File: src/rtl/ps2_pkg.sv
// Shared types and helpers for the PS/2 keyboard receiver.
package ps2_pkg;

  typedef enum logic [1:0] {
    IDLE   = 2'd0,
    DATA   = 2'd1,
    PARITY = 2'd2,
    STOP   = 2'd3
  } ps2_state_t;

  localparam int DEFAULT_CLK_HZ     = 25000000;
  localparam int DEFAULT_TIMEOUT_US = 2000;

  function automatic int timeout_cyc(input int clk_hz, input int timeout_us);
    return (clk_hz / 1000000) * timeout_us;
  endfunction

  function automatic int ptr_width(input int depth);
    return (depth > 1) ? $clog2(depth) : 1;
  endfunction

  localparam int DEFAULT_TIMEOUT_CYC = timeout_cyc(DEFAULT_CLK_HZ, DEFAULT_TIMEOUT_US);

  // Odd parity: data bits plus parity bit must contain an odd number of ones.
  function automatic logic odd_parity_ok(input logic [7:0] d, input logic p);
    return ^{d, p};
  endfunction

endpackage

File: src/rtl/ps2_fifo.sv
// First-word-fall-through FIFO; head word held in a register fed from the
// storage array at the next read address (write data bypassed when needed).
module ps2_fifo
  import ps2_pkg::*;
#(
  parameter int DEPTH = 8,
  parameter int WIDTH = 8
) (
  input  logic                         clock,
  input  logic                         reset_n,
  input  logic                         push,
  input  logic                         pop,
  input  logic [WIDTH-1:0]             din,
  output logic [WIDTH-1:0]             data,
  output logic [ptr_width(DEPTH):0]    count,
  output logic                         full,
  output logic                         empty
);

  localparam int PTR_W = ptr_width(DEPTH);

  logic [WIDTH-1:0] mem [DEPTH];
  logic [PTR_W-1:0] wr_ptr_reg, rd_ptr_reg, rd_ptr_next;
  logic [PTR_W:0]   count_reg, count_next;
  logic [WIDTH-1:0] data_reg, data_next;
  logic             push_eff, pop_eff;

  assign empty    = (count_reg == '0);
  assign full     = (count_reg == (PTR_W+1)'(DEPTH));
  assign pop_eff  = pop && !empty;
  assign push_eff = push && (!full || pop_eff);

  always_comb begin
    rd_ptr_next = rd_ptr_reg + PTR_W'(pop_eff);
    count_next  = count_reg;
    if (push_eff && !pop_eff)
      count_next = count_reg + 1'b1;
    else if (pop_eff && !push_eff)
      count_next = count_reg - 1'b1;
    data_next = data_reg;
    // The new head is either the word being written this cycle or one already stored.
    if ((push_eff || pop_eff) && count_next != '0)
      data_next = (push_eff && rd_ptr_next == wr_ptr_reg) ? din : mem[rd_ptr_next];
  end

  always_ff @(posedge clock) begin
    if (push_eff)
      mem[wr_ptr_reg] <= din;
  end

  always_ff @(posedge clock) begin
    if (!reset_n) begin
      wr_ptr_reg <= '0;
      rd_ptr_reg <= '0;
      count_reg  <= '0;
      data_reg   <= '0;
    end else begin
      if (push_eff)
        wr_ptr_reg <= wr_ptr_reg + 1'b1;
      rd_ptr_reg <= rd_ptr_next;
      count_reg  <= count_next;
      data_reg   <= data_next;
    end
  end

  assign data  = data_reg;
  assign count = count_reg;

endmodule

File: src/rtl/ps2_kbd_rx.sv
// Receive-only PS/2 keyboard port: synchronise, glitch-filter the clock,
// deserialise 11-bit frames and queue good scancodes in a small FIFO.
module ps2_kbd_rx
  import ps2_pkg::*;
#(
  parameter int CLK_HZ     = 25000000,
  parameter int TIMEOUT_US = 2000,
  parameter int FILTER_LEN = 8,
  parameter int FIFO_DEPTH = 8
) (
  input  logic                          clock,
  input  logic                          reset_n,
  input  logic                          ps2_clk,
  input  logic                          ps2_dat,
  input  logic                          rd,
  input  logic                          ovf_clr,
  output logic [7:0]                    data,
  output logic                          ready,
  output logic [$clog2(FIFO_DEPTH):0]   count,
  output logic                          err,
  output logic                          overflow
);

  localparam int TIMEOUT_CYC = timeout_cyc(CLK_HZ, TIMEOUT_US);
  localparam int TO_W        = $clog2(TIMEOUT_CYC + 1);

  logic [1:0]            clk_sync_reg, dat_sync_reg;
  logic [FILTER_LEN-1:0] filt_reg;
  logic                  filt_clk_reg, filt_clk_d_reg;
  logic                  fall, dat_s;

  ps2_state_t            state_reg, state_next;
  logic [2:0]            bit_idx_reg, bit_idx_next;
  logic [7:0]            shift_reg, shift_next;
  logic                  par_reg, par_next;
  logic [TO_W-1:0]       to_cnt_reg, to_cnt_next;
  logic                  err_reg, err_next;
  logic                  overflow_reg;
  logic                  push, drop, fifo_full, fifo_empty;

  assign dat_s = dat_sync_reg[1];
  assign fall  = filt_clk_d_reg && !filt_clk_reg;

  always_ff @(posedge clock) begin
    if (!reset_n) begin
      clk_sync_reg   <= 2'b11;
      dat_sync_reg   <= 2'b11;
      filt_reg       <= '1;
      filt_clk_reg   <= 1'b1;
      filt_clk_d_reg <= 1'b1;
    end else begin
      clk_sync_reg   <= {clk_sync_reg[0], ps2_clk};
      dat_sync_reg   <= {dat_sync_reg[0], ps2_dat};
      filt_reg       <= {filt_reg[FILTER_LEN-2:0], clk_sync_reg[1]};
      filt_clk_d_reg <= filt_clk_reg;
      // Hysteresis: only a full run of equal samples moves the filtered clock.
      if (filt_reg == '0)
        filt_clk_reg <= 1'b0;
      else if (filt_reg == '1)
        filt_clk_reg <= 1'b1;
    end
  end

  always_comb begin
    state_next   = state_reg;
    bit_idx_next = bit_idx_reg;
    shift_next   = shift_reg;
    par_next     = par_reg;
    push         = 1'b0;
    err_next     = 1'b0;
    to_cnt_next  = (fall || state_reg == IDLE) ? '0 : to_cnt_reg + 1'b1;
    if (fall) begin
      case (state_reg)
        IDLE: begin
          if (!dat_s) begin
            state_next   = DATA;
            bit_idx_next = 3'd0;
          end
        end
        DATA: begin
          shift_next   = {dat_s, shift_reg[7:1]};
          bit_idx_next = bit_idx_reg + 3'd1;
          if (bit_idx_reg == 3'd7)
            state_next = PARITY;
        end
        PARITY: begin
          par_next   = dat_s;
          state_next = STOP;
        end
        STOP: begin
          if (dat_s && odd_parity_ok(shift_reg, par_reg))
            push = 1'b1;
          else
            err_next = 1'b1;
          state_next = IDLE;
        end
        default: state_next = IDLE;
      endcase
    end else if (state_reg != IDLE && to_cnt_reg == TO_W'(TIMEOUT_CYC - 1)) begin
      state_next = IDLE;
      err_next   = 1'b1;
    end
  end

  always_ff @(posedge clock) begin
    if (!reset_n) begin
      state_reg   <= IDLE;
      bit_idx_reg <= 3'd0;
      shift_reg   <= 8'd0;
      par_reg     <= 1'b0;
      to_cnt_reg  <= '0;
      err_reg     <= 1'b0;
    end else begin
      state_reg   <= state_next;
      bit_idx_reg <= bit_idx_next;
      shift_reg   <= shift_next;
      par_reg     <= par_next;
      to_cnt_reg  <= to_cnt_next;
      err_reg     <= err_next;
    end
  end

  // A drop only happens when the FIFO is full and not being drained this cycle.
  assign drop = push && fifo_full && !(rd && ready);

  always_ff @(posedge clock) begin
    if (!reset_n)
      overflow_reg <= 1'b0;
    else if (drop)
      overflow_reg <= 1'b1;
    else if (ovf_clr)
      overflow_reg <= 1'b0;
  end

  ps2_fifo #(
    .DEPTH (FIFO_DEPTH),
    .WIDTH (8)
  ) u_fifo (
    .clock   (clock),
    .reset_n (reset_n),
    .push    (push),
    .pop     (rd),
    .din     (shift_reg),
    .data    (data),
    .count   (count),
    .full    (fifo_full),
    .empty   (fifo_empty)
  );

  assign ready    = !fifo_empty;
  assign err      = err_reg;
  assign overflow = overflow_reg;

endmodule

File: config.mk
export PLATFORM = sky130hd
export DESIGN_NAME = ps2_kbd_rx
export DESIGN_NICKNAME = d
export VERILOG_FILES = /design/src/rtl/ps2_pkg.sv /design/src/rtl/ps2_fifo.sv /design/src/rtl/ps2_kbd_rx.sv
export SDC_FILE = /design/constraint.sdc
export NUM_CORES = 1
export LEC_CHECK = 0
export CAP_MARGIN = 10
export CORE_ASPECT_RATIO = 1.75
export CORE_MARGIN = 2
export CORE_UTILIZATION = 60
export DETAILED_ROUTE_END_ITERATION = 16
export PLACE_DENSITY = 0.88
export SLEW_MARGIN = 0
export SYNTH_ARGS = -nofsm -noshare
export SYNTH_HDL_FRONTEND = slang
export SYNTH_HIERARCHICAL = 1
export SYNTH_SLANG_ARGS = --single-unit
File: constraint.sdc
create_clock -name clock -period 5.68 [get_ports clock]
set_input_delay 0.568 -clock clock [delete_from_list [all_inputs] [get_ports clock]]
set_output_delay 0.568 -clock clock [all_outputs]
set_load 0.005 [all_outputs]
==> Word-level counts from Yosys, hierarchy flattened <==
Memory sizes are Yosys's and may differ from the RTL's. A register that Yosys moved wholly into a read port is not among the register bits.
Index checks and enable logic that the tools add are counted.
{ "totals": {"reg_bits": 56, "wordCells": 89, "ramBits": 64, "inputBits": 6, "n_memories": 1} }
{ "op_classes": {"addsub": 6, "bitwise_logic": 1, "reduce_logical": 34, "n_eq_ne": 10, "n_mux": 22} }
{ "mem_list": {"columns": ["memory", "words", "width", "read_ports", "rd_clocked_by_memory_dff", "wr", "line_no", "source"], "rows": [
  ["u_fifo.mem", 8, 8, 1, 1, 1, "ps2_fifo.sv:22", "logic [WIDTH-1:0] mem [DEPTH];"]
]} }
{ "ops": {"columns": ["operator", "n"], "rows": [
  ["$add 16x1->16 const B", 1],
  ["$eq 16x16->1 const B", 1],
  ["$mux 1", 13],
  ["$logic_and 1x1->1", 10],
  ["$reduce_bool 2->1", 5],
  ["$reduce_xor 9->1", 1],
  ["$eq 8x8->1 const B", 1],
  ["$logic_not 8->1", 1],
  ["$mux 2", 4],
  ["$mux 4", 2],
  ["$pmux 2 s4", 1],
  ["$add 3x1->3 const B", 2],
  ["$logic_not 1->1", 6],
  ["$ne 3x3->1 const B", 2],
  ["$pmux 3 s2", 1],
  ["$reduce_and 3->1", 2],
  ["$add 4x1->4 const B", 1],
  ["$eq 2x2->1 const B", 2],
  ["$eq 4x4->1 const B", 1],
  ["$logic_not 4->1", 1],
  ["$reduce_and 2->1", 2],
  ["$reduce_bool 4->1", 1],
  ["$sub 4x1->4 const B", 1],
  ["$add 3x1->3", 1],
  ["other kinds (8)", 10]
]} }

==> Longest topological paths before layout <==
Gate-level depths: netlist (run 1).
{ "logic_depth": {"ltp_word": 12, "mapped_depth": 13, "ltp_nobuf": 12} }

==> Modules after synthesis <==
Netlist (run 1), hierarchy kept.
{ "by_module_without_submodules": {"columns": ["mod", "area_each_um2", "cells_per_inst", "seq_area_each_um2", "n_inst"], "rows": [
  ["ps2_fifo", 3559.7, 236, 2282.2, 1],
  ["ps2_kbd_rx", 1888.1, 209, 920.9, 1]
]} }

==> Worst setup path before layout (run 1) <==
No wires, ideal clock.
{ "synth_timing": {"path_kind": "register to register", "start": "register shift_reg[3]", "end": "memory u_fifo.mem[4][0], enable pin", "path_slack_ps": 2585, "arrival_time_ps": 2711, "stages_incl_launch_ff": 11, "setup_ps": 383, "required_time_ps": 5297, "path_buffers": 1, "cell_sequence": "dfxtp_1 -> xor2_1 -> xnor3_1 -> xnor2_1 -> nand2_1 -> nor2_1 -> clkbuf_2 -> inv_1 -> nor2_1 -> nand2_1 -> nor3_1"} }
{ "synth_between": {"elab_chain_len": 8} }
{ "synth_rtl": {"columns": ["element", "line_no", "source"], "rows": [
  ["from (decl)", "ps2_kbd_rx.sv:34", "logic [7:0] shift_reg, shift_next;"],
  ["from (signal assigned)", "ps2_kbd_rx.sv:116", "shift_reg <= shift_next;"],
  ["$reduce_xor 9->1", "ps2_pkg.sv:26", "return ^{d, p};"],
  ["$logic_and 1x1->1", "ps2_kbd_rx.sv:91", "if (dat_s && odd_parity_ok(shift_reg, par_reg))"],
  ["$mux 1", "ps2_kbd_rx.sv:91", null],
  ["$mux 1", "ps2_kbd_rx.sv:73", "case (state_reg)"],
  ["$mux 1", "ps2_kbd_rx.sv:72", "if (fall) begin"],
  ["named net push", "ps2_kbd_rx.sv:39", "logic push, drop, fifo_full, fifo_empty;"],
  ["$logic_and 1x1->1", "ps2_fifo.sv:31", "assign push_eff = push && (!full || pop_eff);"],
  ["$mux 1", "ps2_fifo.sv:47", "if (push_eff)"],
  ["$mux 1 (not written as such)", "ps2_fifo.sv:48", "mem[wr_ptr_reg] <= din;"],
  ["to (decl)", "ps2_fifo.sv:22", null]
]} }
The timed path passes the listed nets, and every way through them passes these cells.

==> Final worst setup path (run 1) <==
{ "layout_timing": {"start": "register shift_reg[3]", "end": "register u_fifo.data_reg[2] (netlist: u_fifo/data[2]), read port of u_fifo.mem"} }
{ "layout_between": {"elab_chain_len": 12, "elab_cells_between_ends": 14, "cone_classes": "mux (5); reduce/logical (9)"} }
{ "layout_rtl": {"columns": ["element", "line_no", "source"], "rows": [
  ["$reduce_xor 9->1 (*)", "ps2_pkg.sv:26", null],
  ["$logic_and 1x1->1 (*)", "ps2_kbd_rx.sv:91", null],
  ["$mux 1 (*)", "ps2_kbd_rx.sv:91", null],
  ["$mux 1 (*)", "ps2_kbd_rx.sv:73", null],
  ["$mux 1 (*)", "ps2_kbd_rx.sv:72", null],
  ["named net push", "ps2_kbd_rx.sv:39", null],
  ["$logic_and 1x1->1 (*)", "ps2_fifo.sv:31", null],
  ["$logic_not 1->1", "ps2_fifo.sv:38", "else if (pop_eff && !push_eff)"],
  ["$logic_and 1x1->1", "ps2_fifo.sv:38", null],
  ["$mux 4", "ps2_fifo.sv:38", null],
  ["$mux 4", "ps2_fifo.sv:36", "if (push_eff && !pop_eff)"],
  ["$reduce_bool 4->1", "ps2_fifo.sv:42", "if ((push_eff || pop_eff) && count_next != '0)"],
  ["$logic_and 1x1->1 (*)", "ps2_fifo.sv:42", null],
  ["to (decl)", "ps2_fifo.sv:25", "logic [WIDTH-1:0] data_reg, data_next;"]
]} }
Mark *: on every way through the listed nets, which the timed path passes. The rest lies on a longest branch.
A chain may end at the register's enable or synchronous reset.

==> flow_metrics.env, run 1 <==
export IMPL_clock_fmax_mhz=232
export IMPL_core_area_um2=8920
export IMPL_yosysSeqAreaShare_pct=58.8
export IMPL_synth_top_cell_area_share_pct=35.3
export IMPL_ff2ff_path_depth=10
export IMPL_antenna_found_initial=0
export IMPL_min_period_ns=4.31
export IMPL_max_clock_path_buffers=2
export IMPL_synth_area_leaders="edfxtp_1 (35%), dfxtp_1 (24%), mux4_2 (6.6%), mux2i_1 (3.7%), ha_1 (2.8%)"
export IMPL_synth_xor_area_share_pct=4.57
export IMPL_postCtsResizedCells=0
export IMPL_synth_compound_area_share_pct=5.86
export IMPL_drc=0
export IMPL_die_w_um=76.0
export IMPL_ir_drop_v=0.000252
export IMPL_first_pass_iters=5
export IMPL_async_flop_share_pct=0
export IMPL_dieArea_um2=9890
export IMPL_grt_pass1_wl_um=17000
export IMPL_insertion_delay_ns=0.41
export IMPL_hold_class="reg2reg"
export IMPL_initial_utilization_pct=61.1
export IMPL_largest_register_ffs=64
export IMPL_drtAntennaViolNets=0
export IMPL_num_vias=3445
export IMPL_synth_fa_ha_area_share_pct=2.76
export IMPL_dp_cells=573
export IMPL_fillers=592
export IMPL_ff2ff_setup_slack_ns=1.37
export IMPL_dieHeight_um=130
export IMPL_htreeDepth=4
export IMPL_io_buffers=20
export IMPL_clock_skew_ns=0.00761
export IMPL_grt_max_degree=43
export IMPL_period_share_pct=76.0
export IMPL_crit_type="reg2reg"
export IMPL_setup_tns_ns=0
export IMPL_cp_arrival_ns=4.60
export IMPL_syn_nets=463
export IMPL_drv_cap=0
export IMPL_fp_row_count=46
export IMPL_synth_simple_area_share_pct=15.3
export IMPL_ioPinCount=21
export IMPL_area_growth_pct=16.4
export IMPL_start_kind="flop"
export IMPL_ys_types=52
export IMPL_min_from="dat_sync_reg[0]"
export IMPL_cts_root_buf="clkbuf_16"
export IMPL_clk_pin_slew_ns=0.06
export IMPL_worst_setup_path_end_kind="flop"
export IMPL_gp_congestion=0.790
export IMPL_worstHoldEndpoint="dat_sync_reg[1]"
export IMPL_setup_violations_final=0
export IMPL_path_max_fanout=16
export IMPL_dr_first_iter_drc_count=205
export IMPL_worstMarginPinSlew_ns=1.10
export IMPL_synth_top_cells_by_count="dfxtp_1 (64), edfxtp_1 (64), nand2_1 (38)"
export IMPL_post_place_ws_ns=1.45
export IMPL_grt_pass1_vias=3510
export IMPL_yosysWarnings=6
export IMPL_rr_startpoint="shift_reg[3]"
export IMPL_min_path_cells=1
export IMPL_viasPerCell=5.69
export IMPL_power_total_w=0.00264
export IMPL_dp_hpwl_um=6820
export IMPL_clock_sinks=128
export IMPL_required_ns=5.96
export IMPL_slew_headroom_pct=26.2
export IMPL_synth_largest_area_cell="edfxtp_1"
export IMPL_diodes=0
export IMPL_track_usage_pct=22.6
export IMPL_ctsHoldBuffers=0
export IMPL_p_leak_nw=2.26
export IMPL_status="finished, final reports clean"
export IMPL_maxSlewViolCount=0
export IMPL_finalHoldViolCount=0
export IMPL_worst_slack_ns=1.37
export IMPL_synth_ff_type="edfxtp_1"
export IMPL_overflow=0
export IMPL_layout_nets=490
export IMPL_instances_no_fill=605
export IMPL_syn_area_um2=5450
export IMPL_numCtsBuffers=17
export IMPL_fin_util_pct=71.1
export IMPL_synth_edf_count=64
export IMPL_p_per_area_nw_per_um2=416
export IMPL_postSynthCellCount=445
export IMPL_avgSynthCellArea_um2=12.2
export IMPL_muxShareOfSynthArea_pct=10.3
export IMPL_routed_wl_um=10200
export IMPL_rsz0062_at_grt="no"
export IMPL_rr_endpoint="u_fifo/data[2]"
export IMPL_synth_seq_cells=128
export IMPL_post_cts_buffers=0
export IMPL_synth_top_family_by_area="simple AND/OR/NAND/NOR gates"
export IMPL_cts_tree="yes"
export IMPL_drive_above_1_share_pct=12.8
export IMPL_wl_per_cell_um=16.9
-- report_power, final --
part	switching (W)	internal [W]
registers	0.0000298	0.000994
logic	0.000272	0.000316
clock network	0.000406	0.000618
-- through the flow --
stage | instance area [µm²] | hold WS, ns
2_1_floorplan | 5450 | 0.386
4_1_cts | 6340 | 0.414
6_report | 6340 | 0.412
3_3_place_gp | 5770 | 0.396
5_1_grt | 6340 | 0.427
3_5_place_dp | 5770 | 0.401
-- metal layers --
metal	routed length (µm)	share of wire, %	global-route usage (%)
met1	3920	38	24.0
met2	5740	56	40.3
met3	347	3.4	7.33
met4	249	2.4	11.9
met5	0	0	0
-- critical path, cell delays in order (launching register included) --
cell	delay [ns]
dfxtp_1	0.56
xor2_1	0.19
xnor3_1	0.42
xnor2_1	0.23
nand2_1	0.10
nor2_1	0.72
o21ai_1	0.45
nor4_2	1.05
nor2_1	0.16
o21ai_1	0.21
mux2i_1	0.09
-- final cells by class --
cell class	count	area (µm²)	area share, %
well taps	120	150	2.37
clock inverters	14	133	2.09
multi-input cells	286	2110	33.3
repair buffers	28	260	4.11
clock buffers	18	439	6.93
inverters	11	41.3	0.651
flip-flops and latches	128	3200	50.5
-- how the worst max path moves through the flow --
stage	startpoint	endpoint	slack (ns)	depth (start not counted)
floorplan	shift_reg[3]	u_fifo/mem[4][0]	2.59	10
global placement	rd	u_fifo/data[5]	1.64	10
detailed placement	shift_reg[4]	u_fifo/data[6]	1.45	10
CTS	shift_reg[4]	u_fifo/data[2]	1.34	10
global route	shift_reg[4]	u_fifo/data[5]	0.94	10
finish	shift_reg[3]	u_fifo/data[2]	1.37	10
-- cells in the final DEF, fill, tap and decap left out, drive strengths merged, types with 8 or more instances in the layout --
cell type	count
inv	15
o21ai	18
nor2	34
mux2i	20
xor2	14
edfxtp	64
and2	18
nand2b	15
mux4	16
clkbuf	18
nand3	16
clkdlybuf4s50	20
dfxtp	64
buf	8
ha	12
nand2	38
xnor2	11
a21oi	17
-- cells by family after synthesis --
family | Yosys count
AND/OR/NAND/NOR | 160
flip-flops | 128
XOR/XNOR | 26
adder cells (fa/ha/maj) | 12
AO/OA/AOI/OAI | 52
multiplexers | 36
buffers and inverters | 31
Power figures use the tool's default switching activity.
==> inputs of run 2 (changes only) <==
clock period = 4.18 ns   (was 5.68 ns; I/O delays follow)
==> run 2 against run 1 <==
  * Flip-flop and latch count unchanged
  * Clock power grew 43%
  * Via count is 0.90% higher
  * Core utilization increased by 0.43 points
  * Critical endpoint is now u_fifo/mem[6][5]
  * Highest routed layer unchanged
==> flow_metrics.env, run 2 (synthesis results as in run 1) <==
export IMPL_area_growth_pct=17.1
export IMPL_antenna_found_initial=0
export IMPL_diodes=0
export IMPL_numCtsBuffers=17
export IMPL_worstMarginPinSlew_ns=0.836
export IMPL_dr_first_iter_drc_count=233
export IMPL_gp_congestion=0.844
export IMPL_cp_arrival_ns=3.58
export IMPL_routed_wl_um=11100
export IMPL_p_leak_nw=2.29
export IMPL_dieHeight_um=130
export IMPL_drc=0
export IMPL_crit_chain="xor2_1, xnor3_1, xnor2_1, nand2_1, nor2_1, buf_4, inv_1, nor2_1, nand2_1, nor2_1"
export IMPL_io_buffers=20
export IMPL_use_met2_pct=46.3
export IMPL_htreeDepth=4
export IMPL_dieArea_um2=9890
export IMPL_maxSlewViolCount=0
export IMPL_first_pass_iters=5
export IMPL_fillers=584
export IMPL_wl_per_cell_um=18.2
export IMPL_worst_setup_path_end_kind="flop"
export IMPL_post_cts_buffers=0
export IMPL_start_kind="flop"
export IMPL_status="finished, final reports clean"
export IMPL_slew_headroom_pct=44.1
export IMPL_max_stage_delay_ns=0.69
export IMPL_finalHoldViolCount=0
export IMPL_overflow=0
export IMPL_core_area_um2=8920
export IMPL_setup_violations_final=0
export IMPL_critPathTopFamily="simple AND/OR/NAND/NOR gates"
export IMPL_fp_row_count=46
export IMPL_grt_util_met1_pct=24.5
export IMPL_insertion_delay_ns=0.41
export IMPL_setup_tns_ns=0
export IMPL_required_ns=4.21
export IMPL_cp_num_buf_inv=2
export IMPL_die_w_um=76.0
export IMPL_clk_pin_slew_ns=0.05
export IMPL_cp_slowest_cell="nor2_1"
export IMPL_timing_hold_ws_ns=0.410
export IMPL_min_from="dat_sync_reg[0]"
export IMPL_critPathLaunch="shift_reg[4]"
export IMPL_drtAntennaViolNets=0
export IMPL_grt_pass1_vias=3563
export IMPL_grtUsageMet3_pct=7.47
export IMPL_layout_nets=493
export IMPL_mostFrequentLayoutCells="dfxtp_1 (64), edfxtp_1 (64), nand2_1 (38)"
export IMPL_track_usage_pct=24.4
export IMPL_postCtsResizedCells=0
export IMPL_drv_cap=0
export IMPL_cts_root_buf="clkbuf_16"
export IMPL_busiest_layer="met2"
export IMPL_period_share_pct=85.0
export IMPL_p_per_area_nw_per_um2=573
export IMPL_ioPinCount=21
export IMPL_drive_above_1_share_pct=12.7
export IMPL_clock_fmax_mhz=282
export IMPL_dp_hpwl_um=7010
export IMPL_initial_utilization_pct=61.1
export IMPL_grt_pass1_wl_um=18100
export IMPL_grt_max_degree=26
export IMPL_num_vias=3476
export IMPL_hold_class="reg2reg"
export IMPL_rr_startpoint="shift_reg[4]"
export IMPL_max_clock_path_buffers=2
export IMPL_largest_register_ffs=64
export IMPL_ctsHoldBuffers=0
export IMPL_path_max_fanout=13
export IMPL_crit_type="reg2reg"
export IMPL_cp_common_cell="nor2_1"
export IMPL_rsz0062_at_grt="no"
export IMPL_min_period_ns=3.55
export IMPL_viasPerCell=5.72
export IMPL_ir_drop_v=0.000421
export IMPL_clock_skew_ns=0.00926
export IMPL_cts_tree="yes"
export IMPL_clock_sinks=128
## run 2: power by group
group / internal, W / switching, W
Clock: 0.000944 / 0.000513
Sequential: 0.00135 / 0.0000406
Combinational: 0.000430 / 0.000377
Total: 0.00273 / 0.000931
## run 2: cell type report
| type | count | area [µm²] | share of cell area (%) |
|---|---|---|---|
| Clock buffer | 20 | 447 | 7.00 |
| Multi-Input combinational cell | 286 | 2110 | 33.1 |
| Sequential cell | 128 | 3200 | 50.2 |
| Inverter | 11 | 41.3 | 0.647 |
| Tap cell | 120 | 150 | 2.35 |
| Timing Repair Buffer | 31 | 283 | 4.43 |
| Clock inverter | 12 | 141 | 2.22 |
## run 2: per-layer routing
metal | vias to the layer above | routed length [µm]
li1 | 1662 | -
met1 | 1681 | 4020
met2 | 106 | 6260
met3 | 27 | 463
met4 | 0 | 341
met5 | - | 0
## run 2: metrics by stage
| step | instance area [µm²] | setup slack [ns] | total power, W | std cells | util (%) |
|---|---|---|---|---|---|
| after floorplan | 5450 | 1.09 | 0.00201 | 445 | - |
| after CTS | 6380 | 0.709 | 0.00368 | 608 | 71.5 |
| after detailed placement | 5790 | 0.787 | 0.00221 | 576 | 64.9 |
| after global routing | 6380 | 0.446 | 0.00382 | 608 | 71.5 |
| after global placement | 5790 | 0.881 | 0.00217 | 576 | 64.9 |
| final | 6380 | 0.628 | 0.00366 | 608 | 71.5 |
## run 2: worst paths after layout
path | cells after the start | slack, ns | endpoint
hold reg to reg | 1 | 0.41 | dat_sync_reg[1]
setup / recovery | 10 | 0.63 | u_fifo/mem[6][5]
setup reg to reg | 10 | 0.63 | u_fifo/mem[6][5]
hold / removal | 1 | 0.41 | dat_sync_reg[1]
==> inputs of run 3 (changes only) <==
CORE_UTILIZATION = 54   (was 60)
PLACE_DENSITY = 0.84   (was 0.88)
clock period = 2.87 ns   (was 4.18 ns; I/O delays follow)
==> run 3 against run 2 <==
  * The flow now finishes with violations (setup timing)
  * Final area grew 4.9%
  * Sequential share of layout area down 2.3 points
  * Setup slack got worse by 0.64 ns
==> flow_metrics.env, run 3 (synthesis results as in run 1) <==
export IMPL_clkPwrFrac_pct=40.2
export IMPL_violations="setup timing"
export IMPL_antenna_found_initial=0
export IMPL_dp_hpwl_um=7490
export IMPL_mostFrequentLayoutCells="edfxtp_1 (64), dfxtp_1 (62), nand2_1 (37)"
export IMPL_first_pass_iters=4
export IMPL_max_clock_path_buffers=2
export IMPL_layout_nets=517
export IMPL_dieArea_um2=10900
export IMPL_cp_slowest_cell="xnor3_1"
export IMPL_ioPinCount=21
export IMPL_gp_congestion=0.827
export IMPL_drive_above_1_share_pct=19.1
export IMPL_worst_slack_ns=-0.0133
export IMPL_track_usage_pct=22.6
export IMPL_crit_type="reg2reg"
export IMPL_p_comb_share_pct=23.6
export IMPL_io_buffers=20
export IMPL_insertion_delay_ns=0.41
export IMPL_ff2ff_path_depth=13
export IMPL_final_area_um2=6690
export IMPL_max_stage_delay_ns=0.40
export IMPL_grt_max_degree=26
export IMPL_largest_register_ffs=64
export IMPL_min_period_ns=2.88
export IMPL_finalHoldViolCount=0
export IMPL_clock_sinks=128
export IMPL_crit_chain="xnor2_1, xnor3_1, xnor2_2, nand2_2, nor2_4, buf_6, nor3b_1, o21bai_1, a221o_1, nor2_1, a31o_1, buf_12, mux2i_2"
export IMPL_ir_drop_v=0.000766
export IMPL_required_ns=3.19
export IMPL_final_common_cell="edfxtp_1"
export IMPL_fp_row_count=48
export IMPL_cts_root_buf="clkbuf_16"
export IMPL_min_path_cells=1
export IMPL_internal_power_w=0.00418
export IMPL_worst_setup_path_end_kind="flop"
export IMPL_dr_first_iter_drc_count=259
export IMPL_num_vias=3656
export IMPL_worstMarginPinSlew_ns=0.502
export IMPL_core_area_um2=9850
export IMPL_routed_wl_um=11400
export IMPL_slew_headroom_pct=66.4
export IMPL_numCtsBuffers=17
export IMPL_drtAntennaViolNets=0
export IMPL_wl_per_cell_um=17.9
export IMPL_dpl_instance_area_um2=5990
export IMPL_status="finished, violations left"
export IMPL_path_max_fanout=8
export IMPL_start_kind="flop"
export IMPL_hold_class="reg2reg"
export IMPL_fin_util_pct=67.9
export IMPL_clk_pin_slew_ns=0.05
export IMPL_diodes=0
export IMPL_seqPwrFrac_pct=36.1
export IMPL_maxSlewViolCount=0
export IMPL_initial_utilization_pct=55.3
export IMPL_cp_arrival_ns=3.21
export IMPL_cts_tree="yes"
export IMPL_p_leak_nw=2.46
export IMPL_clock_skew_ns=0.00845
export IMPL_die_w_um=79.9
export IMPL_overflow=0
export IMPL_rsz0062_at_grt="yes"
export IMPL_clock_fmax_mhz=347
export IMPL_area_growth_pct=22.8
export IMPL_dieHeight_um=137
export IMPL_p_switching_w=0.00140
export IMPL_htreeDepth=4
export IMPL_power_total_w=0.00558
export IMPL_grt_pass1_vias=3772
export IMPL_drc=0
export IMPL_p_per_area_nw_per_um2=834
export IMPL_setup_violations_final=1
export IMPL_drv_cap=0
export IMPL_p_sw_share_pct=25.1
export IMPL_viasPerCell=5.74
export IMPL_grt_pass1_wl_um=18400
export IMPL_period_share_pct=100
[run 3: what timing repair did]
item / in CTS / in global routing
cloned: 0 / 1
resized for setup: 2 / 9
endpoints found under the setup margin: 8 / 8
buffers inserted: 0 / 4
hold buffers: 0 / 0
pin swaps: 3 / 6
[run 3: metrics by stage]
| stage | std cells | setup slack [ns] | setup TNS [ns] | hold WS [ns] |
|---|---|---|---|---|
| after floorplan | 445 | -0.0133 | -0.319 | 0.360 |
| after global placement | 600 | 0.0683 | 0 | 0.394 |
| after detailed placement | 600 | -0.0488 | -0.155 | 0.400 |
| after CTS | 632 | 0.00617 | 0 | 0.414 |
| after global routing | 637 | -0.181 | -0.974 | 0.438 |
| final | 637 | -0.0133 | -0.0133 | 0.410 |
[run 3: routing by layer]
metal  vias to the layer above  global-route usage (%)  wire, µm
met5                         -                       0         0
met4                         0                    10.6       404
met3                        35                    6.20       453
met2                       113                    41.6      6450
met1                      1800                    23.2      4100
li1                       1708                       -         -
[run 3: final timing paths]
kind                                 startpoint              end  slack, ns
worst min-delay path            dat_sync_reg[0]  dat_sync_reg[1]       0.41
worst max register to register     shift_reg[7]   u_fifo/data[1]      -0.01
worst max-delay path               shift_reg[7]   u_fifo/data[1]      -0.01
worst min register to register  dat_sync_reg[0]  dat_sync_reg[1]       0.41
[run 3: power groups by stage]
stage	Combinational [W]	Sequential (W)	Clock, W
2_1_floorplan	0.000881	0.00205	0
3_3_place_gp	0.00125	0.00205	0
3_5_place_dp	0.00129	0.00205	0
4_1_cts	0.00131	0.00202	0.00227
5_1_grt	0.00142	0.00202	0.00235
6_report	0.00132	0.00202	0.00225
[run 3: area by class of cell]
type	count	area (µm²)
Clock buffer	19	443
Multi-Input combinational cell	286	2170
Clock inverter	13	186
Tap cell	125	156
Timing Repair Buffer	55	489
Fill cell	664	3160
Sequential cell	128	3210
Inverter	11	41.3
[run 3: worst max-delay path: cells and delay by family (launching register included)]
family	cells	cell delay (ns)
compound gates	3	0.71
simple gates	4	0.42
mux	1	0.22
buf+inv	2	0.28
flops	1	0.31
xor+xnor	3	0.85
